[config.mk]
export PLATFORM = sky130hd
export DESIGN_NAME = dmi_arbiter
export DESIGN_NICKNAME = d
export VERILOG_FILES = /design/src/rtl/dmi_arbiter.sv
export SDC_FILE = /design/constraint.sdc
export NUM_CORES = 1
export LEC_CHECK = 0
export BUFFER_PORTS_ARGS = -buffer_cell sky130_fd_sc_hd__buf_2
export CORE_AREA = 2 2 92 94
export CTS_CLUSTER_DIAMETER = 40
export DETAILED_ROUTE_END_ITERATION = 16
export DIE_AREA = 0 0 94 96
export SETUP_SLACK_MARGIN = 0.4
export SLEW_MARGIN = 20
export SYNTH_ARGS = -nofsm -noshare
export SYNTH_HDL_FRONTEND = slang
export SYNTH_SLANG_ARGS = --single-unit
[constraint.sdc]
create_clock -name clk_i -period 3.35 [get_ports clk_i]
set_input_delay 0.8375 -clock clk_i [delete_from_list [all_inputs] [get_ports clk_i]]
set_output_delay 0.8375 -clock clk_i [all_outputs]
set_load 0.01 [all_outputs]
[src/rtl/dmi_arbiter.sv]
// Round-robin arbiter sharing the debug module's single DMI port between NrPorts masters.
// One transaction in flight; the response is routed back to the master that issued it.
`timescale 1ns/1ps
module dmi_arbiter #(
  parameter int unsigned NrPorts = 2,
  localparam int unsigned IdxWidth = (NrPorts > 1) ? $clog2(NrPorts) : 1
) (
  input  logic                      clk_i,
  input  logic                      rst_ni,
  input  logic [NrPorts-1:0][40:0]  req_i,
  input  logic [NrPorts-1:0]        req_valid_i,
  output logic [NrPorts-1:0]        req_ready_o,
  output logic [NrPorts-1:0][33:0]  resp_o,
  output logic [NrPorts-1:0]        resp_valid_o,
  input  logic [NrPorts-1:0]        resp_ready_i,
  output logic [40:0]               dmi_req_o,
  output logic                      dmi_req_valid_o,
  input  logic                      dmi_req_ready_i,
  input  logic [33:0]               dmi_resp_i,
  input  logic                      dmi_resp_valid_i,
  output logic                      dmi_resp_ready_o,
  output logic                      busy_o,
  output logic [IdxWidth-1:0]       owner_o
);

  // state | meaning
  // Idle  | nothing in flight; arbitrate among valid masters (one cycle)
  // Req   | owner's request forwarded to the DM, waiting for dmi_req_ready_i
  // Resp  | DM response routed to owner, waiting for owner's resp_ready_i
  typedef enum logic [1:0] {Idle, Req, Resp} state_e;

  state_e              state_q, state_d;
  logic [IdxWidth-1:0] owner_q, owner_d;
  logic [IdxWidth-1:0] rr_ptr_q, rr_ptr_d;
  logic [IdxWidth-1:0] winner;
  logic [IdxWidth-1:0] cand;
  logic [IdxWidth:0]   sum;
  logic                found;
  logic [IdxWidth-1:0] owner_inc;

  // Search rr_ptr, rr_ptr+1, ... modulo NrPorts; one subtraction suffices since both terms < NrPorts.
  always_comb begin
    winner = rr_ptr_q;
    found  = 1'b0;
    sum    = '0;
    cand   = '0;
    for (int unsigned i = 0; i < NrPorts; i++) begin
      sum = {1'b0, rr_ptr_q} + (IdxWidth+1)'(i);
      if (sum >= (IdxWidth+1)'(NrPorts)) begin
        sum = sum - (IdxWidth+1)'(NrPorts);
      end
      cand = sum[IdxWidth-1:0];
      if (!found && req_valid_i[cand]) begin
        winner = cand;
        found  = 1'b1;
      end
    end
  end

  assign owner_inc = (owner_q == IdxWidth'(NrPorts - 1)) ? '0 : owner_q + 1'b1;

  always_ff @(posedge clk_i or negedge rst_ni) begin
    if (!rst_ni) begin
      state_q  <= Idle;
      owner_q  <= '0;
      rr_ptr_q <= '0;
    end else begin
      state_q  <= state_d;
      owner_q  <= owner_d;
      rr_ptr_q <= rr_ptr_d;
    end
  end

  always_comb begin
    state_d          = state_q;
    owner_d          = owner_q;
    rr_ptr_d         = rr_ptr_q;
    req_ready_o      = '0;
    resp_o           = '0;
    resp_valid_o     = '0;
    dmi_req_o        = '0;
    dmi_req_valid_o  = 1'b0;
    dmi_resp_ready_o = 1'b0;
    case (state_q)
      Idle: begin
        if (|req_valid_i) begin
          owner_d = winner;
          state_d = Req;
        end
      end
      Req: begin
        dmi_req_o            = req_i[owner_q];
        dmi_req_valid_o      = 1'b1;
        req_ready_o[owner_q] = dmi_req_ready_i;
        if (dmi_req_ready_i) begin
          state_d = Resp;
        end
      end
      Resp: begin
        resp_o[owner_q]       = dmi_resp_i;
        resp_valid_o[owner_q] = dmi_resp_valid_i;
        dmi_resp_ready_o      = resp_ready_i[owner_q];
        if (dmi_resp_valid_i && resp_ready_i[owner_q]) begin
          rr_ptr_d = owner_inc;
          state_d  = Idle;
        end
      end
      default: state_d = Idle;
    endcase
  end

  assign busy_o  = (state_q != Idle);
  assign owner_o = owner_q;

  // Owner must hold its request until accepted; DM must not answer outside Resp.
  a_req_hold: assert property (@(posedge clk_i) disable iff (!rst_ni)
    (state_q == Req) |-> req_valid_i[owner_q]);
  a_no_stray_resp: assert property (@(posedge clk_i) disable iff (!rst_ni)
    (state_q != Resp) |-> !dmi_resp_valid_i);

endmodule

# Word level (Yosys, flattened, before mapping)
# Cells that the tools add are included.
# word_totals
regBits,4
wordCells,59
# op_classes
addsub,4
order_cmp,6
eq_ne,5
n_mux,28
bitwise_logic,3
n_reduce_logical,10
# ops
cell,count
41-bit 2-to-1 mux,3
68-bit AND,1
68-bit 2-to-1 mux,1
34-bit demux with 1-bit select,1
34-bit 2-to-1 mux,1
1-bit 2-to-1 mux,15
2-bit 2-to-1 mux,5
"1-bit by 2-bit less-than comparator with 1-bit output, second input constant",3
"2-bit inequality test, second input constant",3
2-bit case mux with 3 select lines,1
2-bit AND,2
2-bit AND reduction,2
1-bit logical AND,3
3-bit AND reduction,1
"1-bit by 1-bit adder with 2-bit output, second input constant",1
"2-bit by 1-bit equality test with 1-bit output, second input constant",1
"2-bit equality test, second input constant",1
"1-bit by 2-bit >= comparator with 1-bit output, second input constant",1
"2-bit >= comparator, second input constant",1
2-bit zero test,1
2-bit nonzero test,1
2-bit OR reduction,1
"1-bit subtractor, second input constant",2
"1-bit adder, second input constant",1
other kinds (3),3

# Depth between registers and ports, before layout
# depth
word_depth,8
depth_mapped,5

# Worst setup path before layout
# OpenSTA, ideal clock, no wires.
# synth_path
path_kind,input to output
start,input port resp_ready_i[1]
end,output port dmi_resp_ready_o
t_arrival_ps,1164
path_slack_ps,1348
cell_stages,2
n_path_buf,0
cell_sequence,mux2i_1 > nor2_1
# synth_between
elab_chain_len,3
# synth_rtl
item,line,text
start: declaration,15,"input logic [NrPorts-1:0] resp_ready_i,"
1-bit 2-to-1 mux (implied by the code) (2 in series),102,dmi_resp_ready_o = resp_ready_i[owner_q];
1-bit 2-to-1 mux,84,case (state_q)
end: declaration,21,"output logic dmi_resp_ready_o,"
# No other way between the ends. The select of a mux whose other input is x is not followed.

==> impl_metrics.yaml <==
run_status:
  status: "finished, final reports clean"
global_routing:
  grt_max_degree: 46
  grt_pass1_vias: 1727
  antenna_found_initial: 0
  grt_pass1_wl_um: 7990
  grt_use_total: 0.108
  overflow: 0
critical_path:
  critical-path-max-stage-delay_ns: 0.44
  crit_buf_inv: 1
  cp_cell_sequence: "nand2b_4 -> nor2_4 -> and2_1 -> buf_2"
  crit_type: "register to output pin"
  crit_family: "simple AND/OR/NAND/NOR gates"
  worst_setup_path_end_kind: "output pin"
  cp_slowest_cell: "nor2_4"
  cp-start-kind: "register"
  worstPathMaxFanout: 35
  arrival_ns: 1.62
  cp.required_ns: 2.51
timing:
  setup_tns_ns: 0
  hold_viol: 0
  clock_skew_ns: 0.00612
  min_period_ns: 2.46
  max_freq_mhz: 406
  slew_headroom: 0.630
  setup_viol: 0
  post-route-period-util: 0.735
  rsz0062_at_grt: "false"
  timing.final.ws_setup_ns: 0.889
  worst_pin_slew_ns: 0.553
  finalMaxSlewViolations: 0
pwr:
  leakagePower_nw: 1.76
  powerDensity_nw_per_um2: 564
  ir_drop_mv: 0.267
placed_design:
  gp_congestion: 0.800
  port-buffer-count: 240
  place_ws_ns: 1.10
  hpwl_um: 5230
synthesis:
  synth_area_leader_cell: "and2_1"
  ys_types: 21
  yosysMostFrequentCell: "and2_1"
  synth-async-reset-ratio: 1.00
  ys_top_cells_by_area: "and2_1, mux2i_1, nor2_1"
  ys_seq_area_frac: 0.0721
  yosysWarnings: 0
  syn_nets: 319
  syn_avg_cell_area_um2: 7.12
  synth_top_area_frac: 0.316
  synthTopCellsByCount: "and2_1, nor2_1, mux2i_1, buf_4, buf_6"
  syn_inst: 195
  ys_ff_latch: 4
  synth.cell_area_um2: 1390
  synth_flop_cell: "dfrtp_1"
  synth_edf_count: 0
routing:
  via_per_inst: 4.02
  wl_um: 6080
  ant_nets: 0
  drt_iter0_markers: 51
  firstDrtPassIters: 3
  remaining_drc_errors: 0
  vias: 2128
  drt-wirelength-per-cell_um: 11.5
floorplanning:
  fp.dieW_um: 94
  die-area_um2: 9020
  die_h_um: 96
  rows: 33
  io_pins: 241
  initial_core_util: 0.172
  core_um2: 8050
cells_and_area:
  drive_above_1_share: 0.586
  diodes: 0
  area_growth_pct: 91.0
  fin_nets: 550
clock_tree:
  cts_buffers: 3
  post_cts_buffers: 0
  cts_tree: "built"
  clk_pin_slew_worst_paths_ns: 0.04
  clock_sinks: 4
  h-tree-depth: 1
  cts_resized: 0
  clock_path_buffers: 2
  clk_latency_ns: 0.22
  hold_buffers: 0
  cts_root_buf: "clkbuf_8"
job:
  drv_cap: 0
hold_path:
  hold_class: "input pin to async pin"
[sequential cells by signal, summed over array words and instances, names as in the netlist]
name and cells:
state_q 2, owner_o 1, rr_ptr_q 1
[worst register-to-register path, stage by stage, from the launching register on]
cell,delay [ns]
dfrtp_2,0.41
buf_12,0.28
mux2i_1,0.39
o21ai_0,0.15
o31ai_1,0.09
[stage by stage]
step | power, mW | hold slack, ns | utilization | std cells | area (µm²)
6_report | 1.49 | 0.421 | 0.329 | 530 | 2650
5_1_grt | 1.63 | 0.423 | 0.329 | 530 | 2650
4_1_cts | 1.52 | 0.420 | 0.329 | 530 | 2650
3_5_place_dp | 1.40 | 0.515 | 0.324 | 526 | 2610
3_3_place_gp | 1.39 | 0.504 | 0.324 | 526 | 2610
2_1_floorplan | 1.01 | 0.473 | - | 195 | 1390
[path summary, 6_finish.rpt]
check	cells after the start	to	slack, ns	startpoint
hold reg to reg	2	rr_ptr_q	0.56	rr_ptr_q
min in group clk_i	2	rr_ptr_q	0.56	rr_ptr_q
hold / removal	1	owner_o	0.42	rst_ni
setup reg to reg	4	rr_ptr_q	1.92	owner_o
max in group asynchronous	1	owner_o	2.80	rst_ni
setup / recovery	4	resp_o[59]	0.89	state_q[0]
[report_power, final]
part | internal [mW] | switching [mW]
clock network | 0.0812 | 0.0245
registers | 0.0730 | 0.0343
logic | 0.579 | 0.703
total | 0.733 | 0.762
[routing by layer]
layer | GRT usage | part of all wire | vias up
li1 | - | - | 1085
met1 | 0.127 | 0.38 | 901
met2 | 0.212 | 0.51 | 140
met3 | 0.0133 | 0.10 | 2
met4 | 0.0145 | 0.0031 | 0
met5 | 0 | 0 | -
[logic make-up after synthesis]
group	after synthesis	synth area share
buffers and inverters	19	0.112
AOI/OAI and AO/OA	6	0.0261
and+or+nand+nor	124	0.487
DFF	4	0.0721
muxes	42	0.303
[layout make-up]
type                            instances  area, µm²
Inverter                                3       11.3
Fill cell                             884       5400
Tap cell                              105        131
Clock buffer                            4       45.0
Sequential cell                         4        101
Multi-Input combinational cell        172       1130
Timing Repair Buffer                  242       1230
[cells in the final DEF, fill, tap and decap left out]
cell type  Yosys  final
nor2_1        45     45
clkbuf_1       0      1
a211oi_1       1      1
buf_2          1    240
o21ai_0        1      1
o31ai_1        1      1
dfrtp_1        4      3
inv_1          3      3
buf_12         0      1
mux2i_1       42     42
clkbuf_8       0      3
dfrtp_2        0      1
nand2b_1       1      1
o21ai_1        1      1
a31oi_1        1      1
nor3_1         1      1
buf_4          8      1
a21oi_1        1      1
and2_1        70     70
nand3b_1       1      1
nor2_4         2      2
nand2b_4       1      1
nor2b_1        1      1
nand2_1        2      2
No activity file was read; power rests on OpenSTA's default activity.
